**config.mk**
```make
export PLATFORM = sky130hd
export DESIGN_NAME = bit_field_sync
export DESIGN_NICKNAME = d
export VERILOG_FILES = /design/src/rtl/bit_field_pkg.sv /design/src/rtl/bit_field_check.sv /design/src/rtl/bit_field_sync.sv
export SDC_FILE = /design/constraint.sdc
export NUM_CORES = 1
export LEC_CHECK = 0
export CAP_MARGIN = 20
export CORE_MARGIN = 2
export CORE_UTILIZATION = 45
export CTS_CLUSTER_DIAMETER = 40
export CTS_CLUSTER_SIZE = 8
export DETAILED_ROUTE_END_ITERATION = 10
export HOLD_SLACK_MARGIN = 0.12
export PLACE_DENSITY_LB_ADDON = 0.25
export SETUP_SLACK_MARGIN = 0.02
export SYNTH_ARGS = -nofsm -noshare
export SYNTH_HDL_FRONTEND = slang
export SYNTH_SLANG_ARGS = --single-unit
```
**constraint.sdc**
```tcl
create_clock -name i_clk -period 7.68 [get_ports i_clk]
set_input_delay 0.768 -clock i_clk [delete_from_list [all_inputs] [get_ports i_clk]]
set_output_delay 0.768 -clock i_clk [all_outputs]
set_load 0.005 [all_outputs]
```
**src/rtl/bit_field_pkg.sv**
```systemverilog
// Shared types and encodings for the indexed bit-field blocks.
package bit_field_pkg;

  typedef enum logic [1:0] {
    SET = 2'b00,
    CLR = 2'b01,
    TGL = 2'b10,
    TST = 2'b11
  } mode_t;

  typedef enum logic [1:0] {
    IDLE = 2'b00,
    BUSY = 2'b01,
    DONE = 2'b10
  } state_t;

  localparam logic [1:0] MODE_SET = 2'b00;
  localparam logic [1:0] MODE_CLR = 2'b01;
  localparam logic [1:0] MODE_TGL = 2'b10;
  localparam logic [1:0] MODE_TST = 2'b11;

endpackage

```
**src/rtl/bit_field_check.sv**
```systemverilog
// Combinational validator for a signed (start, length) field against a BITS-wide word.
module bit_field_check #(
  parameter int BITS = 32
) (
  input  logic [BITS-1:0] i_b,
  input  logic [BITS-1:0] i_l,
  output logic            o_error
);

  // One extra bit so that B + L can never wrap.
  localparam logic signed [BITS:0] LIMIT = (BITS+1)'(BITS);

  logic signed [BITS:0] b_ext;
  logic signed [BITS:0] l_ext;
  logic signed [BITS:0] sum;

  assign b_ext = $signed({i_b[BITS-1], i_b});
  assign l_ext = $signed({i_l[BITS-1], i_l});
  assign sum   = b_ext + l_ext;

  assign o_error = b_ext[BITS]
                || (b_ext >= LIMIT)
                || l_ext[BITS]
                || (l_ext == '0)
                || (sum > LIMIT);

endmodule

```
**src/rtl/bit_field_sync.sv**
```systemverilog
// Sequential set/clear/toggle/popcount of a bit field, one bit per clock, with
// valid/ready handshakes on both sides.
module bit_field_sync
  import bit_field_pkg::*;
#(
  parameter int BITS = 32
) (
  input  logic            i_clk,
  input  logic            i_rst_n,
  input  logic            i_valid,
  output logic            o_ready,
  input  logic [1:0]      i_mode,
  input  logic [BITS-1:0] i_arg_A,
  input  logic [BITS-1:0] i_arg_B,
  input  logic [BITS-1:0] i_arg_L,
  output logic            o_valid,
  input  logic            i_ready,
  output logic [BITS-1:0] o_result,
  output logic            o_error
);

  localparam int IW = $clog2(BITS);

  state_t            state_q, state_d;
  mode_t             mode_q, mode_d;
  logic [BITS-1:0]   a_q, a_d;
  logic [BITS-1:0]   work_q, work_d;
  logic [IW-1:0]     b_q, b_d;
  logic [IW-1:0]     last_q, last_d;
  logic [IW-1:0]     cnt_q, cnt_d;
  logic              err_q, err_d;
  logic              ready_q, ready_d;
  logic              valid_q, valid_d;
  logic [BITS-1:0]   result_q, result_d;
  logic              error_q, error_d;

  logic              arg_err;
  logic [IW-1:0]     idx;

  bit_field_check #(.BITS(BITS)) u_check (
    .i_b     (i_arg_B),
    .i_l     (i_arg_L),
    .o_error (arg_err)
  );

  assign idx = b_q + cnt_q;

  always_comb begin
    state_d  = state_q;
    mode_d   = mode_q;
    a_d      = a_q;
    work_d   = work_q;
    b_d      = b_q;
    last_d   = last_q;
    cnt_d    = cnt_q;
    err_d    = err_q;
    result_d = result_q;
    error_d  = error_q;

    case (state_q)
      IDLE: begin
        if (i_valid) begin
          mode_d  = mode_t'(i_mode);
          a_d     = i_arg_A;
          b_d     = i_arg_B[IW-1:0];
          last_d  = i_arg_L[IW-1:0] - IW'(1);
          cnt_d   = '0;
          err_d   = arg_err;
          work_d  = (mode_t'(i_mode) == TST && !arg_err) ? '0 : i_arg_A;
          state_d = BUSY;
        end
      end
      BUSY: begin
        // Illegal requests spend their single cycle here with A untouched.
        if (err_q) begin
          state_d  = DONE;
          result_d = work_q;
          error_d  = 1'b1;
        end else begin
          case (mode_q)
            SET: work_d[idx] = 1'b1;
            CLR: work_d[idx] = 1'b0;
            TGL: work_d[idx] = ~work_q[idx];
            TST: if (a_q[idx]) work_d = work_q + BITS'(1);
            default: work_d = work_q;
          endcase
          cnt_d = cnt_q + IW'(1);
          if (cnt_q == last_q) begin
            state_d  = DONE;
            result_d = work_d;
            error_d  = 1'b0;
          end
        end
      end
      DONE: begin
        if (i_ready) begin
          state_d  = IDLE;
          result_d = '0;
          error_d  = 1'b0;
        end
      end
      default: state_d = IDLE;
    endcase

    ready_d = (state_d == IDLE);
    valid_d = (state_d == DONE);
  end

  always_ff @(posedge i_clk or negedge i_rst_n) begin
    if (!i_rst_n) begin
      state_q  <= IDLE;
      mode_q   <= SET;
      a_q      <= '0;
      work_q   <= '0;
      b_q      <= '0;
      last_q   <= '0;
      cnt_q    <= '0;
      err_q    <= 1'b0;
      ready_q  <= 1'b1;
      valid_q  <= 1'b0;
      result_q <= '0;
      error_q  <= 1'b0;
    end else begin
      state_q  <= state_d;
      mode_q   <= mode_d;
      a_q      <= a_d;
      work_q   <= work_d;
      b_q      <= b_d;
      last_q   <= last_d;
      cnt_q    <= cnt_d;
      err_q    <= err_d;
      ready_q  <= ready_d;
      valid_q  <= valid_d;
      result_q <= result_d;
      error_q  <= error_d;
    end
  end

  assign o_ready  = ready_q;
  assign o_valid  = valid_q;
  assign o_result = result_q;
  assign o_error  = error_q;

endmodule

```
== Word level (Yosys, flattened, before mapping) ==
Cells that the tools add are included.
Operators by class
  add/subtract/negate cells: 5
  multipliers: 0
  div/mod/pow operators: 0
  magnitude comparators: 4
  eq/ne operators: 12
  shift operators: 0
  multiplexer cells: 29
  bitwise logic cells: 4
  reductions and logical operators: 16
Operators by type and width (count)
  $mux 32: 7
  $pmux 32 s2: 2
  $pmux 32 s4: 1
  $add 32x32->33: 1
  $gt 33x7->1 const B: 1
  $logic_not 33->1: 1
  $add 32x1->32 const B: 1
  $and 32x32->32: 1
  $bwmux 32: 1
  $ge 32x7->1 const B: 1
  $not 32->32: 1
  $or 32x32->32: 1
  $bmux 1 s5: 2
  $eq 2x2->1 const B: 5
  $mux 5: 2
  $pmux 5 s2: 1
  $mux 2: 4
  $logic_not 2->1: 3
  $lt 5x6->1 const B: 1
  $mux 1: 6
  $ne 2x2->1 const B: 3
  $pmux 2 s3: 1
  $reduce_and 3->1: 2
  $add 5x1->5 const B: 1
  14 further kinds: 20
Storage, ports and cells
  register bits after elaboration: 119
  latch bits: 0
  RAM bits: 0
  ROM bits: 0
  logic and storage cells: 82
  memories kept: 0

== Logic depth before layout (Yosys ltp) ==
Gate-level depths: netlist (run 1).
  word-level depth: 11
  gate-level depth with buffers: 14
  mapped depth without buffers: 12

== Cells and area by module ==
From an unflattened synthesis (run 1), not the netlist that was laid out.
Unflattened totals
  cells, all modules: 1367
  area total of the unflattened synthesis: 10856.7 um^2
Modules (own cells, without submodules)
  bit_field_sync: instances 1, cells an instance 1021, area each 8476.9 um^2
  bit_field_check: instances 1, cells an instance 346, area each 2379.8 um^2

== Least setup slack after synthesis (run 1) ==
OpenSTA, ideal clock, no wires.
  path type: input-to-reg
  start point: input i_arg_B[0]
  end point: register work_q[18]
  library setup time: 138 ps
  data arrival time: 3797 ps
  data required time: 7542 ps
  slack: 3746 ps
  cell stages on the path: 13
  buffers on the path: 1
  cell sequence: ha_1 fa_1 a21o_1 a221o_1 or4_1 a32oi_1 o2111ai_1 nor4b_1 and4_1 nand4_2 o211ai_4 buf_6 o221ai_2
On the way
  cells in the longest elaborated chain, start to end: 10
  elaborated cells between the ends (all ways): 12
Ends and longest elaborated chain
  from (decl): line bit_field_sync.sv:14  | input logic [BITS-1:0] i_arg_B,
  branches (longest 4 deep; another with $add 32x32->33)
  $logic_or 1x1->1 (*): line bit_field_check.sv:25  | || (sum > LIMIT);
  $logic_not 1->1 (*): line bit_field_sync.sv:69  | work_d = (mode_t'(i_mode) == TST && !arg_err) ? '0 : i_arg_A;
  $logic_and 1x1->1 (*): line bit_field_sync.sv:69
  $mux 32 (*): line bit_field_sync.sv:69
  $mux 32 (*): line bit_field_sync.sv:62  | if (i_valid) begin
  $pmux 32 s2 (*): line bit_field_sync.sv:60  | case (state_q)
  to (signal assigned): line bit_field_sync.sv:127  | work_q <= work_d;
  to (decl): line bit_field_sync.sv:27  | logic [BITS-1:0] work_q, work_d;
Every way passes the cells marked *. The select of a mux whose other input is x is not followed.
A chain may end at the register's enable or synchronous reset.

== Worst setup path after layout (run 1) ==
  start point: register cnt_q[0]
  end point: register work_q[3]
On the way
  cells in the longest elaborated chain, start to end: 10
  elaborated cells between the ends (all ways): 19
Ends and longest elaborated chain
  from (decl): line bit_field_sync.sv:30  | logic [IW-1:0] cnt_q, cnt_d;
  from (signal assigned): line bit_field_sync.sv:130  | cnt_q <= cnt_d;
  $add 5x5->5 (*): line bit_field_sync.sv:46  | assign idx = b_q + cnt_q;
  $lt 5x6->1 (implied by the code) / $ge 5x1->1 (equally long branches): line bit_field_sync.sv:81, bit_field_sync.sv:82, bit_field_sync.sv:83
  $logic_and 1x1->1 (implied by the code): line bit_field_sync.sv:81, bit_field_sync.sv:82, bit_field_sync.sv:83
  $mux 1 (implied by the code): line bit_field_sync.sv:81, bit_field_sync.sv:82, bit_field_sync.sv:83
  $demux 1 s5: line bit_field_sync.sv:81, bit_field_sync.sv:82, bit_field_sync.sv:83
  $not 32->32 (no line)
  $and 32x32->32 (no line)
  $pmux 32 s4 (*): line bit_field_sync.sv:80  | case (mode_q)
  $mux 32 (*): line bit_field_sync.sv:75  | if (err_q) begin
  $pmux 32 s2 (*): line bit_field_sync.sv:60
Mark *: on every way between the ends. The rest lies on a longest branch, timed or not. The select of a mux whose other input is x is not followed.

==> results by group, run 1 <==
Global routing
  • Congestion Overflow GR: 0
  • Vias in the first global route: about 9600
  • Largest net degree at the start of global routing: 77
  • GRT Resource Usage Total: 0.2995
  • First-pass GRT wire length: around 53 mm
  • Initial antenna violation count: 0

Critical path
  • Crit path cell chain: ha_1 > buf_4 > mux4_2 > nand2b_1 > mux4_2 > nand3_1 > nor2_1 > xor2_1 > a211oi_1 > o21ai_0 > o21bai_1
  • Crit path top cell by count: mux4_2
  • Family with the most delay on the worst path: simple AND/OR/NAND/NOR gates
  • Worst Setup End Kind: flop
  • Worst path max stage delay: 0.89 ns
  • Slowest CP cell: ha_1
  • WP buf/inv: 1
  • WP data arrival: between 5 and 6 ns
  • Setup CP Type: flop to flop
  • CP max FO: 22
  • Worst EP required: just under 8 ns
  • CP Launch Type: flop

Drt
  • Drt pass-1 iters: 5
  • Total number of vias: approximately 10000
  • Iter 0 DRT Violations: about 1000
  • Via/cell ratio: between 6 and 7
  • WL per Instance: roughly 21 µm
  • Routed wire length: roughly 34 mm
  • Residual DRC: 0
  • Final ANT Viol Nets: 0

CTS
  • Skew-Pair Late Insertion Delay: roughly 0.42 ns
  • Post-cts hold buffer count: 0
  • Clock-pin slew on the worst setup and hold paths: roughly 0.06 ns
  • Post-cts sizing count: 0
  • Setup bufs post-CTS: 0
  • CTS tree: done
  • Clock root buffer: clkbuf_16
  • Clk sinks: 119
  • Total CTS buffers: 17
  • H-Tree Depth: 4
  • CTS max path bufs: 2

Floorplanning
  • DIE WIDTH: approximately 150 µm
  • Rows: 53
  • Die height: about 150 µm
  • Starting Density: 0.4608
  • Core area: between 20000 and 25000 µm²
  • Total die area: around 23000 µm²
  • IO Count: ~140

Final layout
  • Ant diodes: 0
  • Util after Layout: 0.5589
  • Layout cell share with drive strength beyond 1: 0.07465
  • Most frequent cells in the layout: nand2_1, clkdlybuf4s50_1, dfrtp_1
  • Commonest non-fill, non-tap cell in the layout: nand2_1
  • Post-route design area: roughly 12000 µm²
  • Area growth syn-to-layout: 21.28%
  • Final Instance Count excl. Fillers: ~1600
  • Fin nets: 1417

Pwr
  • Sw Pwr: 1.989 mW
  • Part of the power in the clock network: 0.186
  • Max IR drop VDD: 0.1789 mV
  • Int Power: ~2.4 mW
  • Sequential Power Share: 0.287
  • Pwr/cell area: about 370 nW/µm²
  • Lkg Pwr: approximately 4.8 nW
  • Sw frac: 0.4553
  • Combinational power share: 0.527

Synth
  • Distinct cells, synth: between 70 and 80
  • Primary FF master, synth: dfrtp_1
  • FFs w/ async S/R, synth: 1.000
  • Avg Cell Area, Syn: 8.146 µm²
  • Synthesized cell area: ~10000 µm²
  • Number of flops mapped to enable cells by yosys: 0
  • Register bit count reported by yosys: approximately 120
  • Synth Instances: around 1200
  • Seq/Total Area, Yosys: 0.3066
  • Synth Net Count: 1336
  • Yosys warns: 0

Flow run
  • Max_cap viols: 0

STA
  • Minimum clock period: between 5 and 6 ns
  • Setup TNS: 0 ns
  • Worst slew pin tran: between 1 and 1.5 ns
  • Slew Viols, Final: 0
  • Tcrit/Tclk final: 0.6657
  • Hold Violations, Final: 0
  • # setup viols final: 0
  • Fmax: 195.6 MHz
  • Rel. slew slack: 0.2557
  • Min Hold Slack: ~0.4 ns
  • Setup Skew: 0.007194 ns
  • RSZ-0062 raised after global routing: false

Place
  • Placed instance count: around 1500
  • Port Buffers: ~140
  • Final Wtd Congestion: 0.9510
  • Placed wire-length estimate: approximately 24 mm
  • Placement Cell Area: approximately 11000 µm²

Status
  • Status: completed

Min path
  • HP Class: input pin to async pin
==> worst register-to-register path: stages (launching register included) <==
cell and delay (ns):
dfrtp_1 0.45, ha_1 0.89, buf_4 0.37, mux4_2 0.59, nand2b_1 0.17, mux4_2 0.47
nand3_1 0.78, nor2_1 0.34, xor2_1 0.23, a211oi_1 0.39, o21ai_0 0.11, o21bai_1 0.16
==> through the flow <==
stage / setup WS [ns] / power, mW
finish: 2.567 / 4.369
detailed placement: 2.320 / 3.481
global placement: 2.388 / 3.437
floorplan: 3.746 / 2.693
global route: 2.269 / 4.646
CTS: 2.701 / 4.307
==> flip-flops by register name, indices dropped and copies added, names as in the netlist <==
register,flops
o_result,32
err_q,1
last_q,5
state_q,2
o_valid,1
o_ready,1
a_q,32
cnt_q,5
b_q,5
o_error,1
mode_q,2
work_q,32
==> area by class of cell <==
type | instances | area (µm²)
fillers | 1943 | 9301
multi-input cells | 924 | 6166
flip-flops and latches | 119 | 2979
repair buffers | 154 | 1494
clock buffers | 19 | 432.9
well taps | 275 | 344.1
inverters | 58 | 217.7
clock inverters | 12 | 152.6
==> synth_stat cells, drive strengths merged (9+ instances only) <==
library cell  count  area (µm²)
a31oi            15       93.84
and3              9       56.30
nor3             39       195.2
a32oi            22       192.7
xnor2            29       254.0
o221ai           16       158.9
clkbuf           78       294.0
o21ai           112       560.5
a21o             19       142.6
o211ai           14       118.9
mux4             17       382.9
nand3            42       210.2
dfrtp           118        2953
xor2             20       175.2
nor2             67       251.5
a21oi            66       330.3
nand2           141       529.3
nand2b            9       56.30
and2              9       56.30
ha               39       488.0
inv              57       214.0
a22oi            30       225.2
o21bai            9       67.56
o31ai            12       90.09
mux2i            16       160.2
nor4             29       181.4
buf              14       80.08
nand4            23       150.1
==> cell families after synthesis <==
family                   Yosys count  synth area share
multiplexers                      34           0.05704
buffers and inverters            150           0.06090
flip-flops                       119            0.3066
AO/OA/AOI/OAI                    401            0.2811
AND/OR/NAND/NOR                  399            0.1960
adder cells (fa/ha/maj)           41           0.05433
XOR/XNOR                          49           0.04416
==> routing by layer <==
metal / track usage / vias up / share of wire
met1: 0.4261 / 4871 / 0.45
met3: 0.06024 / 66 / 0.087
met4: 0.1051 / 0 / 0.028
li1: - / 4656 / -
met5: 0 / - / 0
met2: 0.4541 / 472 / 0.44
==> power groups by stage <==
stage                     clock network, mW  logic, mW  registers [mW]
after floorplan                           0       1.60            1.09
after global placement                    0       2.20            1.24
after detailed placement                  0       2.23            1.25
after CTS                             0.815       2.25            1.24
after global routing                  0.846       2.51            1.29
final                                 0.811       2.30            1.25
==> path summary, 6_finish.rpt <==
check / endpoint / cells past startpoint / slack, ns / from
min in group i_clk: o_error / 1 / 0.47 / o_error
setup reg to reg: work_q[3] / 11 / 2.57 / cnt_q[0]
setup / recovery: work_q[3] / 11 / 2.57 / cnt_q[0]
hold reg to reg: o_error / 1 / 0.47 / o_error
hold / removal: o_valid / 1 / 0.39 / i_rst_n
max in group asynchronous: a_q[21] / 2 / 5.97 / i_rst_n
Power figures use the tool's default switching activity.
==> inputs of run 2 (changes only) <==
- clock period: 7.68 -> 5.3 ns (I/O delays scaled with it)
==> run 2 against run 1 <==
Setup slack worse by 1.7 ns. Fmax is 15% higher. Sequential cell count stayed put. Via count is 0.54% higher. Cell count is 0.32% higher. Wire length is 0.11% higher. Clock skew is 0.0028 ns higher. Cell area is 0.46% higher. Sequential share of layout area is 0.11 points lower. Utilization is 0.26 points higher. Largest cell class unchanged. Largest power group unchanged.
==> results by group, run 2 (synthesis results as in run 1) <==
Place
  • Placed wire-length estimate: 24.11 mm (+0.78%)
  • Placed instance count: 1534 (+0.26%)
  • Port Buffers: 136 (unchanged)
  • Post-Place Worst Slack: 0.5497 ns (-1.771 ns)
  • Final Wtd Congestion: 0.9644 (+1.4%)

Drt
  • Residual DRC: 0 (unchanged)
  • Top layer in use: met4
  • WL met1: 15.08 mm (+0.87%)
  • Total number of vias: 10120 (+0.54%)
  • Metal2 WL: 14.86 mm (+0.87%)
  • Met3 wire length: 2.787 mm (-4.0%)
  • Via/cell ratio: 6.462 (+0.22%)
  • Drt pass-1 iters: 7 (+2)
  • Final ANT Viol Nets: 0 (unchanged)
  • Iter 0 DRT Violations: 1154 (+18%)
  • Routed wire length: 33.57 mm (+0.11%)
  • WL per Instance: 21.43 µm (-0.21%)

Global routing
  • Initial antenna violation count: 0 (unchanged)
  • First-pass GRT wire length: 52.95 mm (-0.43%)
  • Congestion Overflow GR: 0 (unchanged)
  • Vias in the first global route: 9528 (-0.88%)
  • GRT Resource Usage Total: 0.2990 (-0.0004946)
  • Largest net degree at the start of global routing: 77 (unchanged)

CTS
  • Clock-pin slew on the worst setup and hold paths: 0.06 ns (about the same)
  • CTS tree: done
  • Post-cts sizing count: 0 (unchanged)
  • Skew-Pair Late Insertion Delay: 0.43 ns (about the same)
  • CTS max path bufs: 2 (unchanged)
  • H-Tree Depth: 4 (unchanged)
  • Post-cts hold buffer count: 0 (unchanged)
  • Clk sinks: 119 (unchanged)
  • Total CTS buffers: 17 (unchanged)
  • Clock root buffer: clkbuf_16
  • Setup bufs post-CTS: 0 (unchanged)

Critical path
  • CP Launch Type: flop
  • Crit path cell chain: ha_1 > fa_1 > buf_4 > mux4_2 > o21ai_0 > o2111ai_1 > nand3_1 > or3_1 > or3_1 > a31o_2 > a22oi_1 > nand3_1
  • Worst R2R Start: cnt_q[0]
  • Worst Setup End Kind: flop
  • Worst R2R Setup Slack: 0.87 ns (-1.70 ns)
  • WP data arrival: 4.72 ns (-0.66 ns)
  • Family with the most delay on the worst path: simple AND/OR/NAND/NOR gates
  • Slowest CP cell: fa_1
  • Setup CP Type: flop to flop
  • WP buf/inv: 1 (unchanged)
  • Worst path max stage delay: 1.02 ns (+0.13 ns)
  • Reg2Reg Depth: 12 (+1)
  • CP startpoint: cnt_q[0]
  • Worst EP required: 5.59 ns (-2.36 ns)
  • CP max FO: 14 (-36%)
  • FF-to-FF End: work_q[6]

STA
  • Minimum clock period: 4.432 ns (-0.6802 ns)
  • Setup ws final: 0.8676 ns (-1.700 ns)
  • Hold Violations, Final: 0 (unchanged)
  • Fmax: 225.6 MHz (+15%)
  • Worst slew pin tran: 1.105 ns (-0.008707 ns)
  • Setup Skew: 0.01002 ns (+0.002827 ns)
  • Min Hold Slack: 0.1627 ns (-0.2289 ns)
  • Setup TNS: 0 ns (unchanged)
  • RSZ-0062 raised after global routing: false
  • Tcrit/Tclk final: 0.8363 (+0.1706)
  • # setup viols final: 0 (unchanged)
  • Slew Viols, Final: 0 (unchanged)
  • Rel. slew slack: 0.2628 (+0.007092)

Floorplanning
  • IO Count: 137 (unchanged)
  • DIE WIDTH: 151.0 µm (unchanged)
  • Die height: 151.0 µm (unchanged)
  • Core area: 21090 µm² (unchanged)
  • Total die area: 22790 µm² (unchanged)
  • Rows: 53 (unchanged)
  • Starting Density: 0.4608 (unchanged)

Min path
  • HP Class: input pin to async pin

Final layout
  • Commonest non-fill, non-tap cell in the layout: nand2_1
  • Most frequent cells in the layout: nand2_1, clkdlybuf4s50_1, dfrtp_1
  • Combined area of the multi-input logic cells: 6167 µm² (about the same)
  • Fillers: 1958 (+0.77%)
  • Fin nets: 1421 (+0.28%)
  • Ant diodes: 0 (unchanged)
  • Area growth syn-to-layout: 21.84%
  • Layout cell share with drive strength beyond 1: 0.07901 (+0.004358)
  • Register area: 2979 µm² (unchanged)
  • Final Instance Count excl. Fillers: 1566 (+0.32%)

Pwr
  • Lkg Pwr: 4.837 nW (+0.86%)
  • Pwr/cell area: 539.7 nW/µm² (+46%)
  • Max IR drop VDD: 0.2383 mV (+33%)
  • Total design power: 6.390 mW (+46%)

Status
  • Status: completed

Flow run
  • Max_cap viols: 0 (unchanged)
[run 2: routing by layer]
metal / vias up / track usage
met5: - / 0
met4: 0 / 0.09393
met3: 73 / 0.05301
met2: 512 / 0.4484
met1: 4873 / 0.4381
li1: 4661 / -
[run 2: how the worst max path moves through the flow]
stage | slack (ns) | cells past startpoint | end
final | 0.87 | 12 | work_q[6]
after global routing | 0.70 | 12 | work_q[6]
after CTS | 0.94 | 12 | work_q[6]
after detailed placement | 0.55 | 14 | work_q[14]
after global placement | 0.64 | 14 | work_q[15]
after floorplan | 1.60 | 13 | work_q[18]
[run 2: area by class of cell]
cell class                 instances  area share
clock inverter                    11     0.01247
timing repair buffer             158      0.1287
inverter                          58     0.01839
tap                              275     0.02906
clock buffer                      21     0.03889
sequential                       119      0.2516
multi-input combinational        924      0.5209
[run 2: where the power goes]
| part | total [mW] | switching (mW) | internal [mW] |
|---|---|---|---|
| combinational | 3.38 | 1.94 | 1.44 |
| sequential | 1.81 | 0.483 | 1.32 |
| clock | 1.20 | 0.440 | 0.765 |
[run 2: stage by stage]
step / util / area (µm²)
after CTS: 0.5615 / 11840
final: 0.5615 / 11840
after global placement: 0.5326 / 11230
after global routing: 0.5615 / 11840
after detailed placement: 0.5326 / 11230
after floorplan: - / 9718
==> inputs of run 3 (changes only) <==
- clock period: 5.3 -> 4.4 ns (I/O delays scaled with it)
==> run 3 against run 2 <==
Critical path depth rose by 2. Power rose by 23%. Die area did not move. Clock power rose by 21%. Via count rose by 1.4%. Global-route usage rose by 0.32 points. Sequential cell count did not move.
==> results by group, run 3 (synthesis results as in run 1) <==
STA
  • Setup TNS: 0 ns (unchanged)
  • Slew Viols, Final: 0 (unchanged)
  • Tcrit/Tclk final: 0.9300 (+0.09374)
  • Minimum clock period: 4.092 ns (-0.3402 ns)
  • # setup viols final: 0 (unchanged)
  • Setup Skew: 0.01719 ns (+0.007173 ns)
  • Worst slew pin tran: 0.9880 ns (-0.1167 ns)
  • Setup ws final: 0.3078 ns (-0.5598 ns)
  • Hold Violations, Final: 0 (unchanged)
  • RSZ-0062 raised after global routing: false
  • Rel. slew slack: 0.3413 (+0.07858)
  • Fmax: 244.4 MHz (+8.3%)

Floorplanning
  • IO Count: 137 (unchanged)
  • Total die area: 22790 µm² (unchanged)
  • Starting Density: 0.4608 (unchanged)
  • Die height: 151.0 µm (unchanged)
  • DIE WIDTH: 151.0 µm (unchanged)
  • Rows: 53 (unchanged)
  • Core area: 21090 µm² (unchanged)

Critical path
  • WP data arrival: 4.40 ns (-0.32 ns)
  • CP max FO: 24 (+10)
  • Worst Setup End Kind: flop
  • Reg2Reg Depth: 14 (+2)
  • Family with the most delay on the worst path: multiplexers
  • WP buf/inv: 4 (+3)
  • CP startpoint: cnt_q[0]
  • FF-to-FF End: o_result[17]
  • CP Launch Type: flop
  • Worst path max stage delay: 0.53 ns (-0.49 ns)
  • Slowest CP cell: fa_1
  • Worst EP required: 4.71 ns (-0.88 ns)
  • Setup CP Type: flop to flop
  • Worst R2R Setup Slack: 0.31 ns (-0.56 ns)
  • Worst R2R Start: cnt_q[0]
  • Number of cells on the critical path: 14 (+2)
  • Crit path cell chain: ha_1 > fa_1 > buf_12 > mux4_2 > or2_2 > mux4_2 > nand3_1 > buf_4 > buf_4 > nor3_1 > xnor2_1 > o21ai_0 > a222oi_1 > inv_1

Place
  • Port Buffers: 136 (unchanged)
  • Placed wire-length estimate: 24.71 mm (+2.5%)
  • Post-Place Worst Slack: -0.001937 ns (-0.5516 ns)
  • Placement Cell Area: 11460 µm² (+2.0%)
  • Final Wtd Congestion: 0.9751 (+1.1%)

Status
  • Status: completed

Global routing
  • GRT Resource Usage Total: 0.3022 (+0.003153)
  • Initial antenna violation count: 0 (unchanged)
  • Congestion Overflow GR: 0 (unchanged)
  • Vias in the first global route: 9733 (+2.2%)
  • First-pass GRT wire length: 53.18 mm (+0.43%)
  • Largest net degree at the start of global routing: 51 (-34%)

CTS
  • Skew-Pair Late Insertion Delay: 0.43 ns (about the same)
  • Total CTS buffers: 17 (unchanged)
  • Clk sinks: 119 (unchanged)
  • CTS max path bufs: 2 (unchanged)
  • Clock root buffer: clkbuf_16
  • CTS tree: done
  • H-Tree Depth: 4 (unchanged)
  • Post-cts sizing count: 0 (unchanged)
  • Clock-pin slew on the worst setup and hold paths: 0.06 ns (about the same)

Final layout
  • Ant diodes: 0 (unchanged)
  • Fin nets: 1446 (+1.8%)
  • Layout cell share with drive strength beyond 1: 0.09292 (+0.01391)
  • Combined area of the multi-input logic cells: 6162 µm² (about the same)
  • Commonest non-fill, non-tap cell in the layout: nand2_1
  • Most frequent cells in the layout: nand2_1, clkdlybuf4s50_1, dfrtp_1
  • Util after Layout: 0.5724 (+0.01092)
  • Area growth syn-to-layout: 24.20%
  • Fillers: 1966 (+0.41%)
  • Register area: 2979 µm² (unchanged)
  • Post-route design area: 12070 µm² (+1.9%)

Pwr
  • Pwr/cell area: 652.2 nW/µm² (+21%)
  • Max IR drop VDD: 0.2547 mV (+6.9%)
  • Total design power: 7.872 mW (+23%)
  • Lkg Pwr: 4.978 nW (+2.9%)

Drt
  • Total number of vias: 10260 (+1.4%)
  • WL per Instance: 21.21 µm (-1.1%)
  • Final ANT Viol Nets: 0 (unchanged)
  • Routed wire length: 33.68 mm (+0.34%)
  • Via/cell ratio: 6.462 (about the same)
  • Drt pass-1 iters: 6 (-1)
  • Iter 0 DRT Violations: 1287 (+12%)
  • Residual DRC: 0 (unchanged)

Flow run
  • Max_cap viols: 0 (unchanged)

Min path
  • Worst Hold Path Cells: 1
  • Hold Path Origin: o_error
  • HP Class: flop to flop
  • Hold Path Sink: o_error
## run 3: cell count changes in the layout (fill, tap and decap cells not counted), moves of 2 or more
cell,delta
buf_4,+20
buf_12,+4
clkbuf_1,-2
clkbuf_8,+2
## run 3: where the power goes
| group | internal [mW] | total (mW) | leakage (nW) | switching, mW |
|---|---|---|---|---|
| registers | 1.59 | 2.21 | 1.46 | 0.615 |
| clock network | 0.940 | 1.45 | 0.301 | 0.510 |
| logic | 1.85 | 4.21 | 3.21 | 2.36 |
## run 3: worst max path at each step
| stage | slack, ns | end |
|---|---|---|
| 6_report | 0.31 | o_result[17] |
| 5_1_grt | 0.14 | o_result[17] |
| 4_1_cts | 0.35 | o_result[17] |
| 3_5_place_dp | -0.002 | work_q[22] |
| 3_3_place_gp | 0.09 | work_q[22] |
| 2_1_floorplan | 0.79 | work_q[18] |
## run 3: per-layer routing
| layer | vias to the layer above | track usage | part of all wire | wire length (µm) |
|---|---|---|---|---|
| li1 | 4709 | - | - | - |
| met1 | 4865 | 0.4276 | 0.43 | 14430 |
| met2 | 607 | 0.4589 | 0.44 | 14770 |
| met3 | 81 | 0.05482 | 0.10 | 3428 |
| met4 | 0 | 0.1187 | 0.031 | 1051 |
| met5 | - | 0 | 0 | 0 |
## run 3: metrics by stage
| stage | hold WS (ns) | cells |
|---|---|---|
| floorplan | 0.1444 | 1193 |
| global placement | 0.4421 | 1558 |
| detailed placement | 0.4439 | 1558 |
| CTS | 0.4774 | 1588 |
| global route | 0.4999 | 1588 |
| finish | 0.4738 | 1588 |
## run 3: repair_timing
item	in CTS	in global routing
hold buffers	1	0
endpoints found under the hold margin	35	0
buffers inserted	0	0
## run 3: layout make-up
type	count	area share
multi-input cells	924	0.5105
flip-flops and latches	119	0.2468
repair buffers	183	0.1462
clock buffers	21	0.03981
well taps	275	0.02851
inverters	58	0.01804
clock inverters	8	0.01016
## run 3: worst register-to-register path, delay by kind of cell, from the launching register on
family,cells,cell delay (ns)
AOI/OAI and AO/OA,2,0.50
xor gates and xnor gates,1,0.15
adders and majority gates,2,0.78
buffers and inverters,4,0.65
DFF,1,0.46
muxes,2,0.88
and+or+nand+nor,3,0.58
